[src/rtl/clk_div_ctrl.sv]
// Programmable clock divider / tick generator with start, stop and burst sequencing.
// Divisor updates are deferred to a period boundary so clkOut never glitches.
module clk_div_ctrl #(
    parameter int CNT_W       = 26,
    parameter int DEFAULT_DIV = 25000000,
    parameter int BURST_W     = 8
) (
    input  logic               clkIn,
    input  logic               rst,
    input  logic               cfg_valid,
    input  logic [CNT_W-1:0]   cfg_div,
    output logic               cfg_ready,
    input  logic               start,
    input  logic               stop,
    input  logic [BURST_W-1:0] burst_len,
    output logic               tick,
    output logic               clkOut,
    output logic               busy,
    output logic               done,
    output logic [CNT_W-1:0]   cur_div
);

    typedef enum logic {
        IDLE = 1'b0,
        RUN  = 1'b1
    } state_t;

    state_t             state;
    logic [CNT_W-1:0]   count;
    logic [CNT_W-1:0]   div_reg;
    logic [CNT_W-1:0]   pend_div;
    logic               pend_valid;
    logic [BURST_W-1:0] remaining;
    logic               continuous;
    logic               clk_q;
    logic               accept;

    assign cfg_ready = (state == IDLE) || !pend_valid;
    assign accept    = cfg_valid && cfg_ready;
    assign busy      = (state == RUN);
    assign cur_div   = div_reg;
    assign clkOut    = clk_q;

    always_ff @(posedge clkIn or posedge rst) begin
        if (rst) begin
            state      <= IDLE;
            count      <= '0;
            div_reg    <= CNT_W'(DEFAULT_DIV);
            pend_div   <= '0;
            pend_valid <= 1'b0;
            remaining  <= '0;
            continuous <= 1'b0;
            clk_q      <= 1'b0;
            tick       <= 1'b0;
            done       <= 1'b0;
        end else begin
            tick <= 1'b0;
            done <= 1'b0;
            case (state)
                IDLE: begin
                    count <= '0;
                    if (accept) begin
                        div_reg <= cfg_div;
                    end
                    if (start && !stop) begin
                        state      <= RUN;
                        remaining  <= burst_len;
                        continuous <= (burst_len == '0);
                    end
                end
                RUN: begin
                    // Stop outranks a coincident terminal count; any pending divisor is committed on the way out.
                    if (stop) begin
                        state      <= IDLE;
                        count      <= '0;
                        clk_q      <= 1'b0;
                        pend_valid <= 1'b0;
                        if (accept) begin
                            div_reg <= cfg_div;
                        end else if (pend_valid) begin
                            div_reg <= pend_div;
                        end
                    end else if (count == div_reg) begin
                        count <= '0;
                        tick  <= 1'b1;
                        clk_q <= ~clk_q;
                        if (accept) begin
                            div_reg <= cfg_div;
                        end else if (pend_valid) begin
                            div_reg    <= pend_div;
                            pend_valid <= 1'b0;
                        end
                        if (!continuous) begin
                            remaining <= remaining - BURST_W'(1);
                            if (remaining == BURST_W'(1)) begin
                                state <= IDLE;
                                done  <= 1'b1;
                            end
                        end
                    end else begin
                        count <= count + CNT_W'(1);
                        if (accept) begin
                            pend_div   <= cfg_div;
                            pend_valid <= 1'b1;
                        end
                    end
                end
                default: state <= IDLE;
            endcase
        end
    end

endmodule

[config.mk]
export PLATFORM = sky130hd
export DESIGN_NAME = clk_div_ctrl
export DESIGN_NICKNAME = d
export VERILOG_FILES = /design/src/rtl/clk_div_ctrl.sv
export SDC_FILE = /design/constraint.sdc
export NUM_CORES = 1
export LEC_CHECK = 0
export BUFFER_PORTS_ARGS = -buffer_cell sky130_fd_sc_hd__buf_2
export CAP_MARGIN = 10
export CORE_MARGIN = 3
export CORE_UTILIZATION = 45
export CTS_CLUSTER_SIZE = 40
export DETAILED_ROUTE_END_ITERATION = 16
export PLACE_DENSITY = 0.66
export SYNTH_ARGS = -nofsm -noshare
export SYNTH_HDL_FRONTEND = slang
export SYNTH_SLANG_ARGS = --single-unit
export TNS_END_PERCENT = 10
[constraint.sdc]
create_clock -name clkIn -period 2.54 [get_ports clkIn]
set_input_delay 0 -clock clkIn [delete_from_list [all_inputs] [get_ports clkIn]]
set_output_delay 0 -clock clkIn [all_outputs]
set_load 0.05 [all_outputs]
==> metrics.cfg, run 1 <==
[status]
status = complete, no violations

[synthesis]
synth-seq-cells = 92
synth_top_area_cell = dfrtp_1
ys_types = 47
synthTopCellsByCount = dfrtp_1, mux2_2, xor2_1, nor2_1, nand2_1
synth_top_area_share_pct = 42.2
ys_top_cells_by_area = dfrtp_1, mux2_2, dfstp_2
ys.flop_type = dfrtp_1
syn_inst = 411
syn_nets = 453
ys_async_sr_fraction_pct = 100
yosysSeqAreaShare_pct = 48.9
yosys_warnings = 0
synth.most_common_cell = dfrtp_1
syn-cell-area_mm2 = 0.00474
synth_edf_count = 0
synth_area_per_cell_um2 = 11.5

[global_routing]
antenna_found_initial = 0
grt_first_pass_wirelength_mm = 17.6
grt_usage_pct = 19.3
grt_max_degree = 50
grt_pass1_vias = 3548
grt.overflow.total = 0

[floorplanning]
die_h_um = 109
die_w_um = 109
die_area_mm2 = 0.0118
boundaryPins = 70
core_mm2 = 0.0100
rows = 36
start_util_pct = 47.4

[final_layout]
fill_cells = 877
drive_gt1_share_pct = 39.9
layout.nets = 563
antennaDiodeCount = 0
area_delta_synth_final_pct = 24.0

[clocking]
numCtsBuffers = 9
cts_tree = done
htree_levels = 3
clock_sinks = 92
clock-root-buffer = clkbuf_8
cts_buffer_depth = 2
clk_latency_ns = 0.36
clk_pin_slew_ns = 0.10

[detailed_routing]
dr_total_vias = 3531
first_pass_iters = 4
routedWlPerCell_um = 16.3
drc = 0
routed_wl_mm = 10.8
drt_iter0_markers = 125
drt.antenna.violating_nets = 0
vias_per_cell = 5.36

[timing]
setup_viol = 0
period_minus_slack_ns = 2.33
tightest_slew_ns = 0.785
rsz0062_at_grt = no
relSlewSlack_pct = 47.6
timing.final.crit_share_pct = 91.8
hold_viol_final = 0
fmax_mhz = 429
maxSlewViolCount = 0
skew_ns = 0.00976
finalSetupTns_ns = 0

[worst_setup_path]
path_max_fanout = 15
path_class = reg -> reg
worst-path-buf-inv = 2
crit_chain = xor2_1, nor4_2, buf_4, nand3_2, o2111ai_4, buf_12, mux2_2
startpoint_type = register
worstPathRequired_ns = 2.79
endpoint_kind = register
cpMaxStageDelayCell = dfstp_2
max_stage_delay_ns = 0.56
crit_family = flip-flops
crit_arrival_ns = 2.58

[pwr]
p_leak_nw = 2.57
cellPowerDensity_mw_per_mm2 = 1110
peakVddDrop_mv = 0.689
total_power_w = 0.00650

[min_path]
hold_path.class = in -> reg

[placement]
gp_congestion = 0.851
dp_hpwl_mm = 7.53
port-buffer-count = 69

[flow_run]
max_cap_viol_count = 0

## logic make-up after synthesis
family | Yosys count | synth area share (%)
buffers and inverters | 25 | 2.43
AND/OR/NAND/NOR | 128 | 14.1
flip-flops | 92 | 48.9
AO/OA/AOI/OAI | 33 | 5.62
adder cells (fa/ha/maj) | 3 | 0.792
XOR/XNOR | 50 | 9.24
multiplexers | 80 | 18.9
## per-stage QoR
step	hold slack [ns]	util (%)	cells	worst slack [ns]	area (um^2)
after floorplan	0.150	-	411	0.0911	4740
after global placement	0.152	53.3	612	0.0783	5330
after detailed placement	0.155	53.3	612	0.102	5330
after CTS	0.00697	58.7	659	0.0426	5870
after global routing	0.0166	58.8	659	0.0687	5880
final	0.00978	58.8	659	0.208	5880
## registers in the layout (all words and copies together) (netlist names)
name	cells
tick	1
done	1
busy	1
pend_div	26
clkOut	1
continuous	1
count	26
remaining	8
pend_valid	1
cur_div	26
## placed cells by master, fill, tap and decap left out, types with 4 or more instances in the layout
| master | netlist | final |
|---|---|---|
| nand4_1 | 8 | 8 |
| o221a_2 | 5 | 5 |
| dlygate4sd3_1 | 0 | 31 |
| mux2_2 | 78 | 78 |
| xor2_1 | 36 | 36 |
| nand2_1 | 27 | 26 |
| nor3_1 | 8 | 8 |
| nor4_1 | 13 | 11 |
| dfstp_2 | 12 | 12 |
| and3_1 | 4 | 4 |
| a31oi_1 | 5 | 5 |
| buf_12 | 0 | 4 |
| buf_2 | 5 | 69 |
| buf_4 | 2 | 9 |
| nand3_1 | 15 | 15 |
| dfrtp_1 | 80 | 80 |
| inv_1 | 11 | 10 |
| nor4_2 | 3 | 5 |
| a21oi_1 | 4 | 4 |
| nor2_1 | 34 | 34 |
| xnor2_1 | 14 | 14 |
| clkbuf_8 | 0 | 9 |
## what timing repair did
action,in CTS,in global routing
hold buffers,31,0
endpoints found under the setup margin,0,56
hold endpoints to repair,63,0
gates resized for setup,0,2
buffers inserted,0,0
## worst paths after layout
kind / to / slack [ns] / cells past startpoint / from
min reg2reg: pend_div[10] / 0.51 / 1 / pend_div[10]
min in group asynchronous: pend_div[20] / 0.29 / 3 / rst
min: pend_valid / 0.01 / 3 / cfg_valid
max: pend_div[7] / 0.21 / 7 / cur_div[11]
max reg2reg: pend_div[7] / 0.21 / 7 / cur_div[11]
max in group asynchronous: cur_div[11] / 1.48 / 4 / rst
## report_power, final
part	switching (W)	internal (W)	total [W]
combinational	0.00173	0.00121	0.00294
clock	0.000540	0.000561	0.00110
sequential	0.000431	0.00203	0.00246
## metal layers
metal	share of wire [%]	vias up	global-route usage, %
li1	-	1685	-
met1	43	1752	24.8
met2	51	77	33.2
met3	3.5	17	2.84
met4	2.1	0	7.21
met5	0	-	0
## worst reg2reg max path, cell delays in order (launching register included)
cell       delay (ns)
dfstp_2          0.56
xor2_1           0.08
nor4_2           0.33
buf_4            0.19
nand3_2          0.20
o2111ai_4        0.32
buf_12           0.20
mux2_2           0.35
## cell type report
| class | count | area [um^2] | share of cell area [%] |
|---|---|---|---|
| Clock buffer | 9 | 124 | 2.11 |
| Clock inverter | 7 | 100 | 1.70 |
| Inverter | 11 | 42.5 | 0.723 |
| Multi-Input combinational cell | 294 | 2330 | 39.6 |
| Sequential cell | 92 | 2320 | 39.4 |
| Tap cell | 133 | 166 | 2.83 |
| Timing Repair Buffer | 113 | 803 | 13.7 |
Note: power is estimated with default switching activity, not from simulation.
==> inputs of run 2 (changes only) <==
--- a/config.mk
+++ b/config.mk
@@ -7,11 +7,11 @@
 export LEC_CHECK = 0
 export BUFFER_PORTS_ARGS = -buffer_cell sky130_fd_sc_hd__buf_2
 export CAP_MARGIN = 10
-export CORE_MARGIN = 3
+export CORE_MARGIN = 1.5
 export CORE_UTILIZATION = 45
 export CTS_CLUSTER_SIZE = 40
 export DETAILED_ROUTE_END_ITERATION = 16
-export PLACE_DENSITY = 0.66
+export PLACE_DENSITY = 0.63
 export SYNTH_ARGS = -nofsm -noshare
 export SYNTH_HDL_FRONTEND = slang
 export SYNTH_SLANG_ARGS = --single-unit
==> constraint.sdc (replaced) <==
create_clock -name clkIn -period 2.4 [get_ports clkIn]
set_input_delay 0 -clock clkIn [delete_from_list [all_inputs] [get_ports clkIn]]
set_output_delay 0 -clock clkIn [all_outputs]
set_load 0.05 [all_outputs]
==> metrics.cfg, run 2 (synthesis gave the netlist of run 1 again) <==
[worst_setup_path]
rr_worst_depth = 6  ; -1
path_class = reg -> reg
rr_endpoint = remaining[5]
r2r-start = cur_div[16]
worst-path-buf-inv = 1  ; -1
startpoint_type = register
worstPathRequired_ns = 2.64  ; -0.15 ns
endpoint_kind = register
path_max_fanout = 9  ; -6
r2r_slack_ns = 0.1  ; -0.11 ns
crit_arrival_ns = 2.55  ; -0.03 ns
crit_family = simple AND/OR/NAND/NOR gates
max_stage_delay_ns = 0.56  ; about the same
cpMaxStageDelayCell = dfstp_2
crit_chain = xor2_1, nor4_1, nand4_2, buf_4, or4_1, o311a_1

[status]
status = complete, no violations

[global_routing]
grt_usage_pct = 20.0  ; +0.69 points
antenna_found_initial = 0  ; unchanged
grt_pass1_vias = 3610  ; +1.7%
grt_max_degree = 93  ; +86%
grt_first_pass_wirelength_mm = 17.6  ; -0.12%
grt.overflow.total = 0  ; unchanged

[clocking]
htree_levels = 3  ; unchanged
postCtsSetupBuffers = 0  ; unchanged
clk_latency_ns = 0.37  ; about the same
cts_tree = done
cts_buffer_depth = 2  ; unchanged
clock_sinks = 92  ; unchanged
clk_pin_slew_ns = 0.10  ; about the same
clock-root-buffer = clkbuf_8
numCtsBuffers = 9  ; unchanged

[timing]
relSlewSlack_pct = 61.6  ; +14 points
tightest_slew_ns = 0.572  ; -0.214 ns
skew_ns = 0.0150  ; +0.00520 ns
timing.final.crit_share_pct = 96.0  ; +4.2 points
period_minus_slack_ns = 2.30  ; -0.0286 ns
hold_ws_ns = 0.00812  ; -0.00167 ns
hold_viol_final = 0  ; unchanged
setup_viol = 0  ; unchanged
fmax_mhz = 434  ; +1.2%
rsz0062_at_grt = no
maxSlewViolCount = 0  ; unchanged

[detailed_routing]
drt.antenna.violating_nets = 0  ; unchanged
vias_per_cell = 5.29  ; -1.2%
drc = 0  ; unchanged
drt_iter0_markers = 160  ; +28%
routedWlPerCell_um = 15.6  ; -4.8%
routed_wl_mm = 10.6  ; -1.7%
dr_total_vias = 3598  ; +1.9%
first_pass_iters = 6  ; +2

[flow_run]
max_cap_viol_count = 0  ; unchanged

[final_layout]
area_delta_synth_final_pct = 26.1
antennaDiodeCount = 0  ; unchanged
final_common_cell = dfrtp_1
mostFrequentLayoutCells = dfrtp_1, mux2_2, buf_2
layout.nets = 581  ; +3.2%
post-route-util_pct = 58.2  ; -0.64 points
drive_gt1_share_pct = 41.2  ; +1.3 points

[floorplanning]
boundaryPins = 70  ; unchanged
rows = 37  ; +2.8%
die_w_um = 106  ; -2.8%
die_area_mm2 = 0.0112  ; -5.4%
start_util_pct = 46.1  ; -1.3 points
core_mm2 = 0.0103  ; +2.8%
die_h_um = 106  ; -2.8%

[pwr]
cellPowerDensity_mw_per_mm2 = 1120  ; +1.7%
p_leak_nw = 2.63  ; +2.5%
peakVddDrop_mv = 0.716  ; +3.9%

[min_path]
min_from = cfg_valid
hold_path.class = in -> reg
whs_path_depth = 3  ; unchanged
min_to = pend_valid

[placement]
gp_congestion = 0.827  ; -2.8%
dp_hpwl_mm = 7.48  ; -0.59%
port-buffer-count = 69  ; unchanged

run 2: metrics by stage:
| step | total power [W] | worst slack (ns) | area, um^2 | instances | setup TNS, ns |
|---|---|---|---|---|---|
| detailed placement | 0.00576 | 0.0716 | 5480 | 632 | 0 |
| finish | 0.00672 | 0.0962 | 5980 | 680 | 0 |
| global route | 0.00711 | 0.0134 | 5980 | 680 | 0 |
| floorplan | 0.00487 | -0.0489 | 4740 | 411 | -1.02 |
| global placement | 0.00567 | 0.0942 | 5480 | 632 | 0 |
| CTS | 0.00677 | 0.0508 | 5970 | 680 | 0 |
run 2: what timing repair did:
action                     in CTS  in global routing
setup endpoints to repair       0                  1
hold buffers                   32                  0
gates resized for setup         0                  1
hold endpoints to repair      112                  0
run 2: worst max-delay path by stage:
| stage | slack [ns] | cells after the start | end | startpoint |
|---|---|---|---|---|
| floorplan | -0.05 | 6 | pend_div[0] | cur_div[5] |
| global placement | 0.09 | 6 | remaining[5] | cur_div[16] |
| detailed placement | 0.07 | 7 | pend_div[11] | cur_div[22] |
| CTS | 0.05 | 7 | pend_div[11] | cur_div[22] |
| global route | 0.01 | 6 | remaining[5] | cur_div[16] |
| finish | 0.1 | 6 | remaining[5] | cur_div[16] |
run 2: area by class of cell:
| cell class | instances | area (um^2) |
|---|---|---|
| Clock buffer | 11 | 131 |
| Clock inverter | 5 | 42.5 |
| Fill cell | 923 | 4300 |
| Inverter | 11 | 42.5 |
| Multi-Input combinational cell | 294 | 2320 |
| Sequential cell | 92 | 2320 |
| Tap cell | 136 | 170 |
| Timing Repair Buffer | 131 | 953 |
run 2: worst min-delay path, stage by stage:
cell and delay [ns]:
buf_2 0.14, a21oi_1 0.14, a21oi_1 0.05
run 2: layer usage:
layer	vias to the layer above	global-route usage (%)	routed length, um
met5	-	0	0
met4	0	5.98	158
met3	17	3.59	347
met2	68	34.5	5250
met1	1784	25.7	4820
li1	1729	-	-
run 2: report_power, final:
part	switching [W]	total [W]	leakage [nW]	internal, W
Combinational	0.00185	0.00317	1.39	0.00132
Sequential	0.000423	0.00257	1.15	0.00214
Clock	0.000588	0.000980	0.0849	0.000391
